**config.mk**
```make
export PLATFORM = sky130hd
export DESIGN_NAME = vga_scanout
export DESIGN_NICKNAME = d
export VERILOG_FILES = /design/src/rtl/vga_timing_pkg.sv /design/src/rtl/vga_timing_gen.sv /design/src/rtl/vga_scanout.sv
export SDC_FILE = /design/constraint.sdc
export NUM_CORES = 1
export LEC_CHECK = 0
export BUFFER_PORTS_ARGS = -buffer_cell sky130_fd_sc_hd__buf_4
export CORE_ASPECT_RATIO = 0.7
export CORE_MARGIN = 2
export CORE_UTILIZATION = 45
export DETAILED_ROUTE_END_ITERATION = 8
export PLACE_DENSITY = 0.71
export SLEW_MARGIN = 20
export SYNTH_ARGS = -nofsm -noshare
export SYNTH_HDL_FRONTEND = slang
export SYNTH_SLANG_ARGS = --single-unit
```
**constraint.sdc**
```tcl
create_clock -name clk -period 2.2 [get_ports clk]
set_input_delay 0.11 -clock clk [delete_from_list [all_inputs] [get_ports clk]]
set_output_delay 0.11 -clock clk [all_outputs]
set_load 0.03 [all_outputs]
```
**src/rtl/vga_timing_pkg.sv**
```systemverilog
// Shared VGA timing constants, control struct and framebuffer address helper
// for the 640x480@60 scanout of the 160x120 framebuffer.
package vga_timing_pkg;
  localparam int H_VISIBLE   = 640;
  localparam int H_FRONT     = 16;
  localparam int H_SYNC      = 96;
  localparam int H_BACK      = 48;
  localparam int V_VISIBLE   = 480;
  localparam int V_FRONT     = 10;
  localparam int V_SYNC      = 2;
  localparam int V_BACK      = 33;

  localparam int H_TOTAL     = H_VISIBLE + H_FRONT + H_SYNC + H_BACK;
  localparam int V_TOTAL     = V_VISIBLE + V_FRONT + V_SYNC + V_BACK;
  localparam int HS_START    = H_VISIBLE + H_FRONT;
  localparam int HS_END      = HS_START + H_SYNC;
  localparam int VS_START    = V_VISIBLE + V_FRONT;
  localparam int VS_END      = VS_START + V_SYNC;

  localparam int SCALE_SHIFT = 2;
  localparam int FB_W        = 160;
  localparam int ADDR_W      = 15;
  localparam int CNT_W       = 10;

  typedef struct packed {
    logic hs;
    logic vs;
    logic act;
  } vga_ctrl_t;

  // row*FB_W + col with FB_W = 160 = 128 + 32, so two shifts and adds.
  function automatic logic [ADDR_W-1:0] fb_addr(input logic [CNT_W-1:0] h,
                                                 input logic [CNT_W-1:0] v);
    logic [ADDR_W-1:0] row, col;
    row = ADDR_W'(v >> SCALE_SHIFT);
    col = ADDR_W'(h >> SCALE_SHIFT);
    return (row << 7) + (row << 5) + col;
  endfunction
endpackage

```
**src/rtl/vga_timing_gen.sv**
```systemverilog
// Pixel-tick phase, h/v raster counters, raw sync/active decode and the
// once-per-frame tick.
module vga_timing_gen import vga_timing_pkg::*; #(
  parameter int H_VISIBLE = vga_timing_pkg::H_VISIBLE,
  parameter int H_FRONT   = vga_timing_pkg::H_FRONT,
  parameter int H_SYNC    = vga_timing_pkg::H_SYNC,
  parameter int H_BACK    = vga_timing_pkg::H_BACK,
  parameter int V_VISIBLE = vga_timing_pkg::V_VISIBLE,
  parameter int V_FRONT   = vga_timing_pkg::V_FRONT,
  parameter int V_SYNC    = vga_timing_pkg::V_SYNC,
  parameter int V_BACK    = vga_timing_pkg::V_BACK
) (
  input  logic             clk,
  input  logic             resetn,
  output logic             tick,
  output logic             pix_clk,
  output logic [CNT_W-1:0] h,
  output logic [CNT_W-1:0] v,
  output logic             active,
  output logic             hs_raw,
  output logic             vs_raw,
  output logic             frame_start
);
  localparam int HT  = H_VISIBLE + H_FRONT + H_SYNC + H_BACK;
  localparam int VT  = V_VISIBLE + V_FRONT + V_SYNC + V_BACK;
  localparam int HSS = H_VISIBLE + H_FRONT;
  localparam int HSE = HSS + H_SYNC;
  localparam int VSS = V_VISIBLE + V_FRONT;
  localparam int VSE = VSS + V_SYNC;

  logic phase;
  logic started;

  assign tick    = phase;
  assign pix_clk = phase;

  always_ff @(posedge clk) begin
    if (!resetn) begin
      phase   <= 1'b0;
      started <= 1'b0;
      h       <= '0;
      v       <= '0;
    end else begin
      phase <= ~phase;
      if (tick) begin
        started <= 1'b1;
        if (h == CNT_W'(HT - 1)) begin
          h <= '0;
          v <= (v == CNT_W'(VT - 1)) ? '0 : v + 1'b1;
        end else begin
          h <= h + 1'b1;
        end
      end
    end
  end

  assign active = (h < CNT_W'(H_VISIBLE)) && (v < CNT_W'(V_VISIBLE));
  assign hs_raw = !((h >= CNT_W'(HSS)) && (h < CNT_W'(HSE)));
  assign vs_raw = !((v >= CNT_W'(VSS)) && (v < CNT_W'(VSE)));

  // The origin tick right after reset is not a frame boundary, so it is skipped.
  assign frame_start = tick && started && (h == '0) && (v == '0);
endmodule

```
**src/rtl/vga_scanout.sv**
```systemverilog
// Framebuffer read side: address pipeline, 4x4 upscale and 3-bit colour
// expansion onto the 10-bit DAC channels, two ticks behind the raster counters.
module vga_scanout import vga_timing_pkg::*; #(
  parameter int H_VISIBLE = vga_timing_pkg::H_VISIBLE,
  parameter int H_FRONT   = vga_timing_pkg::H_FRONT,
  parameter int H_SYNC    = vga_timing_pkg::H_SYNC,
  parameter int H_BACK    = vga_timing_pkg::H_BACK,
  parameter int V_VISIBLE = vga_timing_pkg::V_VISIBLE,
  parameter int V_FRONT   = vga_timing_pkg::V_FRONT,
  parameter int V_SYNC    = vga_timing_pkg::V_SYNC,
  parameter int V_BACK    = vga_timing_pkg::V_BACK
) (
  input  logic              clk,
  input  logic              resetn,
  output logic [ADDR_W-1:0] rd_addr,
  input  logic [2:0]        rd_data,
  output logic              VGA_CLK,
  output logic              VGA_HS,
  output logic              VGA_VS,
  output logic              VGA_BLANK_N,
  output logic              VGA_SYNC_N,
  output logic [9:0]        VGA_R,
  output logic [9:0]        VGA_G,
  output logic [9:0]        VGA_B,
  output logic              frame_start,
  output logic              vblank
);
  logic             tick;
  logic [CNT_W-1:0] h, v;
  logic             active, hs_raw, vs_raw;
  vga_ctrl_t        ctrl1;
  logic [2:0][9:0]  rgb_q;

  vga_timing_gen #(
    .H_VISIBLE(H_VISIBLE), .H_FRONT(H_FRONT), .H_SYNC(H_SYNC), .H_BACK(H_BACK),
    .V_VISIBLE(V_VISIBLE), .V_FRONT(V_FRONT), .V_SYNC(V_SYNC), .V_BACK(V_BACK)
  ) u_timing (
    .clk         (clk),
    .resetn      (resetn),
    .tick        (tick),
    .pix_clk     (VGA_CLK),
    .h           (h),
    .v           (v),
    .active      (active),
    .hs_raw      (hs_raw),
    .vs_raw      (vs_raw),
    .frame_start (frame_start)
  );

  // Stage 1: issue the read and carry the matching control bits alongside.
  always_ff @(posedge clk) begin
    if (!resetn) begin
      rd_addr <= '0;
      ctrl1   <= '{hs: 1'b1, vs: 1'b1, act: 1'b0};
      vblank  <= 1'b0;
    end else if (tick) begin
      rd_addr <= active ? fb_addr(h, v) : '0;
      ctrl1   <= '{hs: hs_raw, vs: vs_raw, act: active};
      vblank  <= (v >= CNT_W'(V_VISIBLE));
    end
  end

  // Stage 2: rd_data has had a full clk to settle since the address moved.
  always_ff @(posedge clk) begin
    if (!resetn) begin
      VGA_HS      <= 1'b1;
      VGA_VS      <= 1'b1;
      VGA_BLANK_N <= 1'b0;
      rgb_q       <= '0;
    end else if (tick) begin
      VGA_HS      <= ctrl1.hs;
      VGA_VS      <= ctrl1.vs;
      VGA_BLANK_N <= ctrl1.act;
      for (int c = 0; c < 3; c++)
        rgb_q[c] <= ctrl1.act ? {10{rd_data[c]}} : 10'd0;
    end
  end

  assign VGA_R      = rgb_q[2];
  assign VGA_G      = rgb_q[1];
  assign VGA_B      = rgb_q[0];
  assign VGA_SYNC_N = 1'b0;
endmodule

```
==> results of run 1 <==
-- registers in the layout, summed over array words and instances, names as in the netlist, 3 cells and up --
name and cells:
rd_addr 15, u_timing.h 10, u_timing.v 10, ctrl1 3
-- what timing repair did --
item | in CTS | in global routing
resized for setup | 5 | 3
setup endpoints to repair | 2 | 6
setup buffers | 2 | 0
pin swaps | 6 | 3
-- per-layer routing --
layer,global-route usage [%],up-vias,wire length (um),part of all wire (%)
li1,-,1159,-,-
met1,31.2,1058,3170,51
met2,27.0,75,2560,41
met3,5.02,10,440,7.0
met4,4.89,0,79,1.3
met5,0,-,0,0
-- final timing paths --
check                                  start                       end  slack [ns]  cells past startpoint
setup / recovery  u_timing.v[4]$_SDFFE_PN0P_  rd_addr[13]$_SDFFE_PN0P_       -0.02                      8
hold reg to reg     rd_addr[13]$_SDFFE_PN0P_  rd_addr[13]$_SDFFE_PN0P_        0.47                      2
hold / removal                        resetn       VGA_HS$_SDFFE_PN1P_        0.06                      2
setup reg to reg  u_timing.v[4]$_SDFFE_PN0P_  rd_addr[13]$_SDFFE_PN0P_       -0.02                      8
-- per-stage QoR --
step                      total power [mW]  utilization, %  hold slack, ns  std cells  TNS [ns]
after CTS                             1.78            57.4          0.0579        427   -0.0122
final                                 1.77            57.6          0.0634        427   -0.0217
after floorplan                       1.00               -           0.273        296   -0.0268
after global routing                  1.83            57.6          0.0596        427    -0.161
after global placement                1.05            54.4           0.364        417   -0.0333
after detailed placement              1.05            54.4           0.368        417   -0.0766
-- area by class of cell --
| cell class | count | share of cell area (%) |
|---|---|---|
| clock buffers | 6 | 2.22 |
| flip-flops and latches | 47 | 28.9 |
| well taps | 75 | 2.88 |
| inverters | 13 | 1.50 |
| clock inverters | 2 | 1.84 |
| repair buffers | 86 | 19.8 |
| multi-input cells | 198 | 42.8 |
-- power groups by stage --
stage	Clock [mW]	Combinational (mW)	Sequential [mW]
floorplan	0	0.0998	0.904
global placement	0	0.151	0.896
detailed placement	0	0.152	0.896
CTS	0.755	0.153	0.876
global route	0.785	0.164	0.879
finish	0.738	0.152	0.876
-- cells in the mapped netlist (all sizes together) (2+ instances only) --
cell type  number
a211o           2
inv            12
a31oi           2
ha             19
nor2           16
or4             2
or3             7
and4            3
nor4            3
xnor2           3
nand2b          8
nand3          15
a21oi          18
xor2            5
o21ai          13
dfxtp          47
o31ai           4
clkbuf          8
a32o            3
nand4           6
and3            5
o32ai           2
nor4b           2
nor3            4
o21a            3
mux2i           4
a22o            7
nand2          23
fa              2
nand3b          2
buf            30
-- kinds of logic after synthesis --
| kind of cell | Yosys count | synth area share [%] |
|---|---|---|
| buffers and inverters | 51 | 11.7 |
| multiplexers | 4 | 1.53 |
| AO/OA/AOI/OAI | 65 | 16.9 |
| AND/OR/NAND/NOR | 99 | 20.3 |
| flip-flops | 47 | 36.1 |
| XOR/XNOR | 8 | 2.69 |
| other | 1 | 0.144 |
| adder cells (fa/ha/maj) | 21 | 10.6 |
==> impl_metrics.yaml, run 1 <==
yosys:
  synth-edff-count: 0
  yosysSeqAreaShare_pct: 36.1
  syn-cell-area_sq_um: 2610
  ys.flop_type: "dfxtp_1"
  syn_nets: 322
  ys_ff_latch: 47
  synth_area_leader_cell: "dfxtp_1"
  syn_inst: 296
  yosys_warnings: 0
  avgSynthCellArea_sq_um: 8.81
  ys_types: 50
  synth_top_area_share_pct: 36.1
  synthArstFlopShare_pct: 0
  synth.top_cells.by_area: "dfxtp_1 (36%), ha_1 (9.1%), buf_4 (8.1%)"
cells_and_area:
  drive_gt1_share_pct: 30.4
  nFillCells: 501
  register_area_sq_um: 945
  diodes: 0
  nNetsFinal: 377
  design_area_sq_um: 3260
  layout_common_cells: "buf_4 (86), dfxtp_1 (44), nand2_1 (23)"
  final_common_cell: "buf_4"
  multi_input_area_sq_um: 1400
  areaGrowthSynthToFinish_pct: 25.1
timing:
  skew_ns: 0.00810
  setup_viol: 1
  tightestPinTransition_ns: 0.557
  rsz0062_at_grt: "true"
  drv_slew: 0
  max_slew_margin_pct: 62.4
  finalCriticalPeriod_ns: 2.22
  setup_ws_ns: -0.0217
  fmax_mhz: 450
  finalHoldViolCount: 0
  fin_crit_sh_pct: 101
setup_path:
  cp_max_fo: 2
  crit_arrival_ns: 2.44
  worstSetupPathType: "reg2reg"
  critPathTopFamily: "adder cells"
  cp-start-kind: "register"
  cp_num_buf_inv: 2
  cp-end-kind: "register"
  slowest_stage: "fa_1"
  cp.required_ns: 2.41
  crit_path_frequent_cell: "inv_2"
  slowest_delay_ns: 0.57
  cp_cell_sequence: "inv_2, fa_1, inv_2, ha_4, a211o_1, nor3b_2, o31a_1, o31ai_1"
die:
  die_x_um: 95.0
  ios: 57
  initial_core_util_pct: 46.0
  die_h_um: 67.7
  dieArea_sq_um: 6430
  core_sq_um: 5670
  num_rows: 23
clock_tree:
  numCtsBuffers: 5
  root_buffer: "clkbuf_8"
  ctsHoldBuffers: 0
  clk_pin_slew_ns: 0.08
  cts_tree: "yes"
  clk_latency_ns: 0.30
  cts_num_sinks: 47
  cts_max_level: 2
  clockBufferDepth: 2
detailed_routing:
  postRouteAntennaNets: 0
  dr_total_vias: 2302
  drt_iter0_drc: 171
  first_pass_iters: 4
  drc: 0
  drt-total-wl_mm: 6.25
  avgViaCountPerCell: 5.39
  wl_per_cell_um: 14.6
global_route:
  grt_usage_pct: 20.0
  grt_pass1_wl_mm: 9.87
  antenna_found_initial: 0
  overflow: 0
  grt_pass1_vias: 1985
  grt_start_max_net_pins: 17
power_and_ir_drop:
  switchingPower_uw: 393
  p_comb_share_pct: 8.6
  clkPwrFrac_pct: 41.8
  p_per_area_nw_per_um2: 541
  p_leak_nw: 1.46
  ir_drop_mv: 0.253
  seqPwrFrac_pct: 49.6
  p_sw_share_pct: 22.3
  intPower_mw: 1.37
placement:
  place.gp.congestion: 0.927
  place_hpwl_mm: 4.63
  numPortBuffers: 55
  dpl_worst_slack_ns: -0.0766
  place_area_sq_um: 3090
flow_run:
  cap_violations: 0
hold_path:
  hp-class: "in2reg"
status:
  outcome: "complete, but fails checks"
  violations: "negative setup slack"
No activity file was read; power rests on OpenSTA's default activity.
==> run 2, diff against run 1 <==
--- a/config.mk
+++ b/config.mk
@@ -11,6 +11,7 @@
 export CORE_UTILIZATION = 45
 export DETAILED_ROUTE_END_ITERATION = 8
 export PLACE_DENSITY = 0.71
+export REMOVE_ABC_BUFFERS = 1
 export SLEW_MARGIN = 20
 export SYNTH_ARGS = -nofsm -noshare
 export SYNTH_HDL_FRONTEND = slang
==> impl_metrics.yaml, run 2 (synthesis gave the netlist of run 1 again) <==
status:
  outcome: "complete, but fails checks"
  violations: "negative setup slack"
clock_tree:
  clk_pin_slew_ns: 0.09
  numCtsBuffers: 5
  cts_num_sinks: 47
  ctsHoldBuffers: 0
  root_buffer: "clkbuf_8"
  cts_tree: "yes"
  clockBufferDepth: 2
  cts_max_level: 2
  clk_latency_ns: 0.30
setup_path:
  cp_cell_sequence: "inv_2, fa_1, buf_4, fa_2, nor2b_2, buf_4, o21a_1, or3_1, a32o_1"
  slowest_delay_ns: 0.56
  cp-end-kind: "register"
  cp-start-kind: "register"
  cp_num_buf_inv: 3
  slowest_stage: "fa_1"
  crit_path_frequent_cell: "buf_4"
  crit_arrival_ns: 2.45
  cp.required_ns: 2.40
  worstSetupPathType: "reg2reg"
  cp_max_fo: 2
  critPathTopFamily: "adder cells"
timing:
  hold_ws_ns: 0.0694
  rsz0062_at_grt: "true"
  finalCriticalPeriod_ns: 2.25
  finalHoldViolCount: 0
  setup_ws_ns: -0.0473
  setup_viol: 2
  drv_slew: 0
  tightestPinTransition_ns: 0.543
  fin_setup_tns_ns: -0.0802
  fin_crit_sh_pct: 102
  max_slew_margin_pct: 63.5
  fmax_mhz: 445
  skew_ns: 0.00652
cells_and_area:
  diodes: 0
  largest_reg_flops: 15
  areaGrowthSynthToFinish_pct: 26.8
  drive_gt1_share_pct: 32.0
  top_register: "rd_addr"
  top_regs: "rd_addr x15, u_timing.h x10, u_timing.v x10"
  stdcell_count: 431
  nNetsFinal: 381
  final_common_cell: "buf_4"
  nFillCells: 505
  layout_common_cells: "buf_4 (90), dfxtp_1 (44), nand2_1 (23)"
detailed_routing:
  postRouteAntennaNets: 0
  dr_total_vias: 2359
  wl_per_cell_um: 14.7
  avgViaCountPerCell: 5.47
  drt_iter0_drc: 149
  drc: 0
  drt-total-wl_mm: 6.33
  first_pass_iters: 5
die:
  die_x_um: 95.0
  die_h_um: 67.7
  ios: 57
  dieArea_sq_um: 6430
  core_sq_um: 5670
  num_rows: 23
  initial_core_util_pct: 46.0
power_and_ir_drop:
  p_leak_nw: 1.50
  ir_drop_mv: 0.380
  p_per_area_nw_per_um2: 512
  total_power_mw: 1.69
global_route:
  antenna_found_initial: 0
  grt_pass1_wl_mm: 9.95
  grt_pass1_vias: 2074
  grt_start_max_net_pins: 22
  overflow: 0
  grt_usage_pct: 20.2
placement:
  place_hpwl_mm: 4.52
  post-place-cells: 417
  place.gp.congestion: 0.919
  numPortBuffers: 55
flow_run:
  cap_violations: 0
hold_path:
  hp-class: "in2reg"
## run 2: cell types whose count changed in the layout (fill, tap and decap cells not counted), sizes merged
cell and delta:
clkinv +1, bufinv -1, buf +4
## run 2: layer usage
layer	GRT usage, %	wire (um)
met5	0	0
met4	6.34	76
met3	4.02	506
met2	29.0	2610
met1	30.4	3130
## run 2: final timing paths
| check | start | end | slack [ns] | depth (start not counted) |
|---|---|---|---|---|
| hold / removal | resetn | VGA_HS$_SDFFE_PN1P_ | 0.07 | 2 |
| setup reg to reg | u_timing.v[4]$_SDFFE_PN0P_ | rd_addr[10]$_SDFFE_PN0P_ | -0.05 | 9 |
| setup / recovery | u_timing.v[4]$_SDFFE_PN0P_ | rd_addr[10]$_SDFFE_PN0P_ | -0.05 | 9 |
| hold reg to reg | ctrl1[1]$_SDFFE_PN1P_ | ctrl1[1]$_SDFFE_PN1P_ | 0.46 | 2 |
## run 2: layout make-up
class                      count  area, sq um  share of cell area [%]
multi-input combinational    198         1430                    43.2
sequential                    47          945                    28.6
timing repair buffer          90          676                    20.4
tap                           75         93.8                    2.84
clock buffer                   6         82.6                    2.50
inverter                      13         48.8                    1.48
clock inverter                 2         35.0                    1.06
## run 2: through the flow
| step | worst slack (ns) | cell area (sq um) | utilization, % |
|---|---|---|---|
| after global routing | -0.108 | 3310 | 58.4 |
| final | -0.0473 | 3310 | 58.4 |
| after detailed placement | -0.137 | 3080 | 54.3 |
| after CTS | -0.0629 | 3260 | 57.6 |
| after floorplan | -0.368 | 2350 | - |
| after global placement | -0.0494 | 3080 | 54.3 |
## run 2: worst reg2reg max path, delay by kind of cell (launching register included)
family                     cells  cell delay, ns
AOI/OAI and AO/OA              2            0.40
adders and majority gates      2            0.76
buffers and inverters          3            0.29
DFF                            1            0.34
and+or+nand+nor                2            0.35
## run 2: what timing repair did
item,in CTS,in global routing
pin swaps,8,4
buffers inserted,5,1
endpoints found under the setup margin,2,5
gates resized for setup,10,9
## run 2: power breakdown
group          switching, mW  leakage (nW)  internal, mW
sequential            0.0131         0.382         0.863
clock                  0.301        0.0612         0.368
combinational         0.0948          1.06        0.0527
==> run 3, diff against run 2 <==
--- a/config.mk
+++ b/config.mk
@@ -10,7 +10,7 @@
 export CORE_MARGIN = 2
 export CORE_UTILIZATION = 45
 export DETAILED_ROUTE_END_ITERATION = 8
-export PLACE_DENSITY = 0.71
+export PLACE_DENSITY_LB_ADDON = 0.1
 export REMOVE_ABC_BUFFERS = 1
 export SLEW_MARGIN = 20
 export SYNTH_ARGS = -nofsm -noshare
==> impl_metrics.yaml, run 3 (synthesis gave the netlist of run 1 again) <==
setup_path:
  cp-end-kind: "register"
  cp.required_ns: 2.43
  r2r-end: "rd_addr[13]$_SDFFE_PN0P_"
  r2r_cells: 8
  startpoint: "u_timing.v[2]$_SDFFE_PN0P_"
  reg2reg_slack_ns: -0.09
  crit_arrival_ns: 2.52
  cp-start-kind: "register"
  cp_max_fo: 2
  worstSetupPathType: "reg2reg"
  r2r_start: "u_timing.v[2]$_SDFFE_PN0P_"
flow_run:
  cap_violations: 0
clock_tree:
  clk_latency_ns: 0.31
  cts_max_level: 2
  cts_num_sinks: 47
  clockBufferDepth: 2
  ctsHoldBuffers: 0
  root_buffer: "clkbuf_8"
  clk_pin_slew_ns: 0.10
  numCtsBuffers: 5
  cts_tree: "yes"
global_route:
  grt_start_max_net_pins: 22
  overflow: 0
  antenna_found_initial: 0
  grt_usage_pct: 20.8
  grt_pass1_wl_mm: 10.1
  grt_pass1_vias: 2007
cells_and_area:
  layout_common_cells: "buf_4 (87), dfxtp_1 (43), nand2_1 (23)"
  areaGrowthSynthToFinish_pct: 24.5
  drive_gt1_share_pct: 31.2
  largest_reg_flops: 15
  final_common_cell: "buf_4"
  top_register: "rd_addr"
  nNetsFinal: 378
  nFillCells: 518
  top_regs: "rd_addr x15, u_timing.h x10, u_timing.v x10"
  diodes: 0
  fin_util_pct: 57.3
timing:
  tightestPinTransition_ns: 0.498
  skew_ns: 0.00928
  setup_ws_ns: -0.0867
  hold_ws_ns: 0.0572
  drv_slew: 0
  fmax_mhz: 437
  finalCriticalPeriod_ns: 2.29
  finalHoldViolCount: 0
  rsz0062_at_grt: "true"
  fin_crit_sh_pct: 104
  max_slew_margin_pct: 66.4
  setup_viol: 2
hold_path:
  holdPathStages: 2
  hold_path_end: "VGA_VS$_SDFFE_PN1P_"
  hp-class: "in2reg"
  worstHoldStart: "resetn"
die:
  initial_core_util_pct: 46.0
  dieArea_sq_um: 6430
  ios: 57
  num_rows: 23
  die_x_um: 95.0
  die_h_um: 67.7
  core_sq_um: 5670
power_and_ir_drop:
  p_leak_nw: 1.47
  total_power_mw: 1.61
  ir_drop_mv: 0.359
  p_per_area_nw_per_um2: 495
detailed_routing:
  wl_per_cell_um: 14.7
  drt_iter0_drc: 110
  first_pass_iters: 4
  drt-total-wl_mm: 6.29
  drc: 0
  dr_total_vias: 2284
  avgViaCountPerCell: 5.34
  postRouteAntennaNets: 0
placement:
  numPortBuffers: 55
  place_hpwl_mm: 4.55
  place.gp.congestion: 0.841
status:
  violations: "negative setup slack"
  outcome: "complete, but fails checks"
run 3: cell types whose count changed in the layout (fill, tap and decap cells not counted), sizes merged:
cell,delta
clkinvlp,+1
bufinv,-1
buf,-3
run 3: timing repair:
item,in CTS,in global routing
pin swaps,3,4
buffers inserted,1,2
endpoints found under the setup margin,2,6
gates cloned,0,0
gates resized for setup,4,11
run 3: how the worst max path moves through the flow:
stage | to | slack [ns] | depth (start not counted)
2_1_floorplan | VGA_B[8]$_SDFFE_PN0P_ | -0.37 | 2
3_3_place_gp | rd_addr[13]$_SDFFE_PN0P_ | -0.07 | 8
3_5_place_dp | rd_addr[13]$_SDFFE_PN0P_ | -0.12 | 8
4_1_cts | rd_addr[13]$_SDFFE_PN0P_ | -0.07 | 8
5_1_grt | rd_addr[13]$_SDFFE_PN0P_ | -0.15 | 8
6_report | rd_addr[13]$_SDFFE_PN0P_ | -0.09 | 8
run 3: worst max-delay path, cell delays in order, from the launching register on:
cell     delay (ns)
dfxtp_2        0.36
inv_2          0.05
fa_2           0.60
inv_2          0.05
ha_4           0.21
a211o_1        0.27
nor3b_4        0.16
o31a_1         0.30
o31ai_1        0.21
run 3: metal layers:
| layer | up-vias | GRT usage, % | part of all wire (%) |
|---|---|---|---|
| met5 | - | 0 | 0 |
| met4 | 0 | 5.98 | 1.1 |
| met3 | 8 | 4.24 | 5.3 |
| met2 | 69 | 28.5 | 40 |
| met1 | 1055 | 32.2 | 53 |
| li1 | 1152 | - | - |
run 3: report_power, final:
part	switching [mW]	total (mW)	internal (mW)
Clock	0.323	0.580	0.257
Sequential	0.0131	0.876	0.863
Combinational	0.0969	0.151	0.0544
Total	0.433	1.61	1.17
run 3: final cells by class:
class | instances | area (sq um) | area share (%)
Multi-Input combinational cell | 198 | 1410 | 43.3
Inverter | 13 | 48.8 | 1.50
Clock buffer | 6 | 82.6 | 2.54
Clock inverter | 2 | 16.3 | 0.501
Tap cell | 75 | 93.8 | 2.89
Sequential cell | 47 | 946 | 29.1
Timing Repair Buffer | 87 | 653 | 20.1
run 3: metrics by stage:
stage | cell area [sq um] | setup TNS (ns) | instances | setup WS (ns)
3_3_place_gp | 3080 | -0.0910 | 417 | -0.0727
4_1_cts | 3200 | -0.108 | 426 | -0.0655
3_5_place_dp | 3080 | -0.184 | 417 | -0.120
6_report | 3250 | -0.102 | 428 | -0.0867
2_1_floorplan | 2350 | -5.59 | 258 | -0.368
5_1_grt | 3250 | -0.366 | 428 | -0.151
